==> src/rtl/usb_packet_encoder.sv <==
// usb_packet_encoder
// Transmit-side USB packet builder. Turns a send request (ACK/NAK handshake
// or DATA0/DATA1 with up to MAX_BYTES payload bytes) into the byte stream
// SYNC, PID, payload, CRC16. The stream goes out over a valid/ready handshake
// to the bit-stuff/NRZI serializer, followed by a one-cycle end-of-packet pulse.
//
// Ports:
//   clk          system clock, rising edge
//   n_rst        synchronous active-low reset
//   send         start request, only looked at while idle
//   pkt_type     00 ACK, 01 NAK, 10 DATA0, 11 DATA1
//   payload      payload bytes, byte k = payload[8k+7:8k], byte 0 first
//   payload_len  payload byte count (clamped to MAX_BYTES), ignored for ACK/NAK
//   tx_ready     serializer accepts tx_data this cycle
//   tx_data      current byte (LSB first on the wire), 0x00 when not valid
//   tx_valid     tx_data valid
//   tx_eop       one-cycle pulse after the last byte is accepted
//   busy         high whenever a packet is in flight
module usb_packet_encoder #(
  parameter int MAX_BYTES = 16,
  parameter int LEN_W     = 5
) (
  input  logic                   clk,
  input  logic                   n_rst,
  input  logic                   send,
  input  logic [1:0]             pkt_type,
  input  logic [8*MAX_BYTES-1:0] payload,
  input  logic [LEN_W-1:0]       payload_len,
  input  logic                   tx_ready,
  output logic [7:0]             tx_data,
  output logic                   tx_valid,
  output logic                   tx_eop,
  output logic                   busy
);

  localparam logic [LEN_W-1:0] MAX_LEN = LEN_W'(MAX_BYTES);

  typedef enum logic [2:0] {
    S_IDLE, S_SYNC, S_PID, S_DATA, S_CRC_LO, S_CRC_HI, S_EOP
  } state_t;

  state_t                 state_q, state_d;
  logic [1:0]             type_q;
  logic [8*MAX_BYTES-1:0] payload_q;
  logic [LEN_W-1:0]       len_q;
  logic [LEN_W-1:0]       idx_q;
  logic [15:0]            crc_q;
  logic [7:0]             cur_byte;
  logic                   accept;

  // CRC-16/USB, reflected: all eight bits of one byte folded in a single cycle.
  function automatic logic [15:0] crc16_byte(input logic [15:0] c, input logic [7:0] b);
    logic [15:0] r;
    r = c;
    for (int i = 0; i < 8; i++) begin
      r = (r >> 1) ^ ((r[0] ^ b[i]) ? 16'hA001 : 16'h0000);
    end
    return r;
  endfunction

  assign accept = (state_q == S_IDLE) && send;

  always_comb begin
    cur_byte = 8'h00;
    for (int k = 0; k < MAX_BYTES; k++) begin
      if (idx_q == LEN_W'(k)) cur_byte = payload_q[8*k +: 8];
    end
  end

  always_ff @(posedge clk) begin
    if (!n_rst) state_q <= S_IDLE;
    else        state_q <= state_d;
  end

  // Request snapshot: the packet in flight is immune to later input changes.
  always_ff @(posedge clk) begin
    if (accept) begin
      type_q    <= pkt_type;
      payload_q <= payload;
      len_q     <= (payload_len > MAX_LEN) ? MAX_LEN : payload_len;
    end
  end

  always_ff @(posedge clk) begin
    if (!n_rst) begin
      crc_q <= 16'hFFFF;
      idx_q <= '0;
    end else if (accept) begin
      crc_q <= 16'hFFFF;
      idx_q <= '0;
    end else if (state_q == S_DATA && tx_ready) begin
      crc_q <= crc16_byte(crc_q, cur_byte);
      idx_q <= idx_q + LEN_W'(1);
    end
  end

  always_comb begin
    state_d  = state_q;
    tx_valid = 1'b0;
    tx_data  = 8'h00;
    tx_eop   = 1'b0;
    busy     = (state_q != S_IDLE);
    case (state_q)
      S_IDLE: begin
        if (send) state_d = S_SYNC;
      end
      S_SYNC: begin
        tx_valid = 1'b1;
        tx_data  = 8'h80;
        if (tx_ready) state_d = S_PID;
      end
      S_PID: begin
        tx_valid = 1'b1;
        case (type_q)
          2'b00:   tx_data = 8'hD2;
          2'b01:   tx_data = 8'h5A;
          2'b10:   tx_data = 8'hC3;
          default: tx_data = 8'h4B;
        endcase
        if (tx_ready) begin
          if (!type_q[1])         state_d = S_EOP;
          else if (len_q == '0)   state_d = S_CRC_LO;
          else                    state_d = S_DATA;
        end
      end
      S_DATA: begin
        tx_valid = 1'b1;
        tx_data  = cur_byte;
        if (tx_ready && (idx_q == len_q - LEN_W'(1))) state_d = S_CRC_LO;
      end
      S_CRC_LO: begin
        tx_valid = 1'b1;
        tx_data  = ~crc_q[7:0];
        if (tx_ready) state_d = S_CRC_HI;
      end
      S_CRC_HI: begin
        tx_valid = 1'b1;
        tx_data  = ~crc_q[15:8];
        if (tx_ready) state_d = S_EOP;
      end
      S_EOP: begin
        tx_eop  = 1'b1;
        state_d = S_IDLE;
      end
      default: state_d = S_IDLE;
    endcase
  end

endmodule

==> config.mk <==
export PLATFORM = sky130hd
export DESIGN_NAME = usb_packet_encoder
export DESIGN_NICKNAME = d
export VERILOG_FILES = /design/src/rtl/usb_packet_encoder.sv
export SDC_FILE = /design/constraint.sdc
export NUM_CORES = 1
export LEC_CHECK = 0
export BUFFER_PORTS_ARGS = -buffer_cell sky130_fd_sc_hd__buf_4
export CAP_MARGIN = 20
export CORE_UTILIZATION = 45
export DETAILED_ROUTE_END_ITERATION = 6
export GPL_ROUTABILITY_DRIVEN = 1
export PLACE_DENSITY = 0.64
export RECOVER_POWER = 100
export SKIP_CTS_REPAIR_TIMING = 1
export SLEW_MARGIN = 20
export SYNTH_ARGS = -nofsm -noshare
export SYNTH_HDL_FRONTEND = slang
export SYNTH_SLANG_ARGS = --single-unit
export TNS_END_PERCENT = 1
==> constraint.sdc <==
create_clock -name clk -period 10.7 [get_ports clk]
set_input_delay 2.14 -clock clk [delete_from_list [all_inputs] [get_ports clk]]
set_output_delay 2.14 -clock clk [all_outputs]
set_load 0.005 [all_outputs]
======== Word level (Yosys, flattened, before mapping) ========
Index checks and enable logic that the tools add are counted.
word-level totals
  bits in registers ....................... 159
  latch bits .............................. 0
  bits in writable memories ............... 0
  ROM bits ................................ 0
  memories kept ........................... 0
cells by class
  add/sub/neg operators ................... 2
  $mul .................................... 0
  div/mod/pow operators ................... 0
  $lt $le $gt $ge ......................... 1
  eq/ne operators ......................... 30
  shifts and indexed selects .............. 0
  multiplexer cells ....................... 37
  bitwise gates (word level) .............. 19
  reductions and logical operators ........ 11
operator list
  cell                   number
  $mux W16               8
  $mux W8                16
  $xor A15 B16 Y16       8
  $eq A5 B4 Y1 const B   8
  $pmux W8 S5            1
  $mux W3                8
  $pmux W8 S3            1
  $eq A5 B3 Y1 const B   4
  $pmux W3 S6            1
  $not A8 Y8             2
  $eq A5 B2 Y1 const B   2
  $logic_not A5 Y1       2
  $ne A2 B2 Y1 const B   5
  $eq A3 B3 Y1 const B   3
  $xor A1 B1 Y1          8
  $eq A3 B2 Y1 const B   2
  $reduce_and A6 Y1      1
  $add A5 B1 Y5 const B  1
  $eq A5 B1 Y1 const B   1
  $eq A5 B5 Y1           1
  $gt A5 B5 Y1 const B   1
  $reduce_or A5 Y1       1
  $sub A5 B1 Y5 const B  1
  $eq A3 B1 Y1 const B   1
  other kinds (10)       13

======== Depth between registers and ports, before layout ========
  word-level depth ........................ 41
  depth in mapped cells ................... 18
  mapped depth without buffers ............ 14

======== Worst setup path before layout ========
No wires, ideal clock.
  path type ............................... input-to-reg
  from .................................... input send
  to ...................................... register len_q[0], enable pin
  library setup time ...................... 0.488 ns
  data arrival time ....................... 4.830 ns
  data required time ...................... 10.212 ns
  setup slack ............................. 5.382 ns
  stages .................................. 2
  path buffers ............................ 0
  cell sequence ........................... nand2_1 inv_1
on the way
  longest elaborated chain between the ends .. 1
ends and longest elaborated chain
  what                  RTL line  RTL
  from (decl)           25        input logic send,
  $logic_and A1 B1 Y1   61        assign accept = (state_q == S_IDLE) && send;
  net accept            49        logic accept;
  to (signal assigned)  80        len_q <= (payload_len > MAX_LEN) ? MAX_LEN : payload_len;
  to (decl)             45        logic [LEN_W-1:0] len_q;
The timed path passes the listed nets, and every way through them passes these cells.
A chain may end at the register's enable or synchronous reset.

======== Worst setup path after layout ========
  from .................................... input send
  to ...................................... register type_q[0], enable pin
on the way
  longest elaborated chain between the ends .. 1
ends and longest elaborated chain
  what                  RTL line  RTL
  $logic_and A1 B1 Y1   61
  net accept            49
  to (signal assigned)  78        type_q <= pkt_type;
  to (decl)             43        logic [1:0] type_q;
The timed path passes the listed nets, and every way through them passes these cells.

==> impl_metrics.toml <==
[synthesis]
ys_seq_area_share_pct = 58.9
synth_area_per_cell_sq_um = 11.4
synth_seq_cells = 159
postSynthNetCount = 818
yosysTopAreaCellShare_pct = 52.7
yosys_warnings = 0
synth_area_leader_cell = "edfxtp_1"
synth_ff_type = "edfxtp_1"
synth.most_common_cell = "edfxtp_1"
netlist_area_sq_um = 7700
synth_edf_count = 135
synthesis.instances = 673
synth-async-reset-ratio_pct = 0
synth_common_cells = "edfxtp_1, nand2_1, a21oi_1, nor2_1"
ys_types = 75
synth.top_cells.by_area = "edfxtp_1, dfxtp_1, a21oi_1"

[cells_and_area]
final_nets = 948
post-route-util_pct = 56.5
fill_cells = 1459
drive_above_1_share_pct = 24.2
n_antenna_cell = 0
area_growth_pct = 22.3

[pwr]
vdd.ir_drop.worst_mv = 0.123
powerDensity_nw_per_um2 = 210
fin_total_pwr_w = 0.00197
leakage_nw = 3.51

[floorplan]
fp.dieArea_sq_um = 17600
placementRows = 47
die_x_microns = 133
io_pins = 150
start_util_pct = 46.2
core_sq_um = 16600
die_height_microns = 133

[detailed_routing]
ant_nets = 0
drcViolationCount = 0
wirelength_microns = 21400
via_per_inst = 5.82
drtIter0Drc = 616
num_vias = 6019
drtPass1Iterations = 5
wire_per_inst_microns = 20.7

[sta]
timing.final.crit_share_pct = 66.4
fin_tns_setup_ns = 0
slew_headroom_pct = -217
slew_viol_final = 171
rsz0062_at_grt = "no"
hold_violations = 0
worstMarginPinSlew_ns = 4.76
fmax_mhz = 141
finClkSkew_ns = 0.00971
finalCriticalPeriod_ns = 7.10
setup_viol = 0

[cts]
numCtsBuffers = 17
clk_latency_ns = 0.44
ctsHtreeMaxLevel = 4
clockBufferDepth = 2
root_buffer = "clkbuf_16"
clkTransAtPathRegs_ns = 0.06
cts_tree = "built"
cts.sinks = 159

[setup_path]
cp_top_family = "buffers and inverters"
cp_num_buf_inv = 3
r2r-start = "state_q[0]$_SDFFE_PN0P_"
end_kind = "register"
start_kind = "input port"
arrival_ns = 7.03
crit_chain = "clkbuf_4 -> nand2_1 -> clkinvlp_2 -> clkbuf_1"
crit_start = "send"
criticalPathCategory = "in2reg"
slowest_stage = "clkbuf_1"
cp.required_ns = 10.62
cp_max_fo = 92
max_stage_delay_ns = 3.42

[run_status]
outcome = "finished, violations left"
violations = "capacitance limit, slew limit"

[min_path]
holdCritPathClass = "reg2reg"
hp-start = "crc_q[9]$_SDFFE_PP1P_"

[grt]
antenna_found_initial = 0
grt.overflow.total = 0
grtUsageTotal_pct = 25.1
grt_pass1_wl_microns = 33000
grt_max_degree = 93
grt_pass1_vias = 6010

[placement]
place.detailed.hpwl_microns = 15000
place_congestion = 0.907
io_buffers = 149

[job]
max_cap_viol_count = 3
[final timing paths]
check | end | slack (ns) | cells after the start
max | type_q[0]$_DFFE_PP_ | 3.60 | 4
min | crc_q[1]$_SDFFE_PP1P_ | 0.50 | 2
max reg2reg | payload_q[125]$_DFFE_PP_ | 4.22 | 4
min reg2reg | crc_q[1]$_SDFFE_PP1P_ | 0.50 | 2
[layout make-up]
class                           count  area (sq um)  share of cell area (%)
Clock buffer                       17           425                    4.52
Clock inverter                     14           143                    1.52
Inverter                           34           129                    1.37
Multi-Input combinational cell    434          2750                    29.2
Sequential cell                   159          4530                    48.2
Tap cell                          220           275                    2.93
Timing Repair Buffer              157          1150                    12.2
[where the power goes]
group	internal (W)	total, W	switching (W)
registers	0.000875	0.000958	0.0000827
clock network	0.000327	0.000598	0.000271
logic	0.000164	0.000419	0.000255
total	0.00137	0.00197	0.000609
[per-layer routing]
metal  vias to the layer above  wire [microns]  GRT usage, %
met2                       316           10500          41.3
met4                         0             597          9.71
met1                      2879            8840          32.3
met5                         -               0             0
li1                       2768               -             -
met3                        56            1520          5.82
[sequential cells by signal, summed over array words and instances, names as in the netlist]
signal / flops
idx_q: 5
len_q: 5
state_q: 3
crc_q: 16
type_q: 2
payload_q: 128
[worst min-delay path, delay by kind of cell, from the launching register on]
family	cells	cell delay, ns
and+or+nand+nor	2	0.12
DFF	1	0.32
[metrics by stage]
stage               worst slack (ns)  instances  hold slack (ns)  instance area [sq um]
floorplan                       5.38        673            0.457                   7700
global placement                5.35       1004            0.474                   8940
detailed placement              5.25       1004            0.490                   8940
CTS                             4.76       1035            0.500                   9510
global route                    3.03       1035            0.528                   9410
finish                          3.60       1035            0.496                   9410
[logic make-up after synthesis]
logic type	share of synthesized area, %
AOI/OAI and AO/OA	16.1
xor gates and xnor gates	5.10
adders and majority gates	0.975
buffers and inverters	4.47
DFF	58.9
muxes	0.975
and+or+nand+nor	13.4
[cell usage in the layout, fill, tap and decap left out, drive strengths merged, types with 4 or more instances in the layout]
cell	instances
a221oi	10
a21oi	55
a21boi	5
nand2b	9
nor2	35
edfxtp	135
o22ai	12
nor2b	11
or3b	4
nand4b	4
and3	7
nor3	19
o31ai	7
ha	6
nand2	59
clkbuf	158
nand3b	9
o211ai	12
a31oi	12
xnor2	23
o21a	6
a211o	4
inv	43
o21ai	38
buf	16
mux2	4
nand3	14
dfxtp	24
nor3b	5
xor2	11
nand4	5
o32ai	5
No activity file was read; power rests on OpenSTA's default activity.
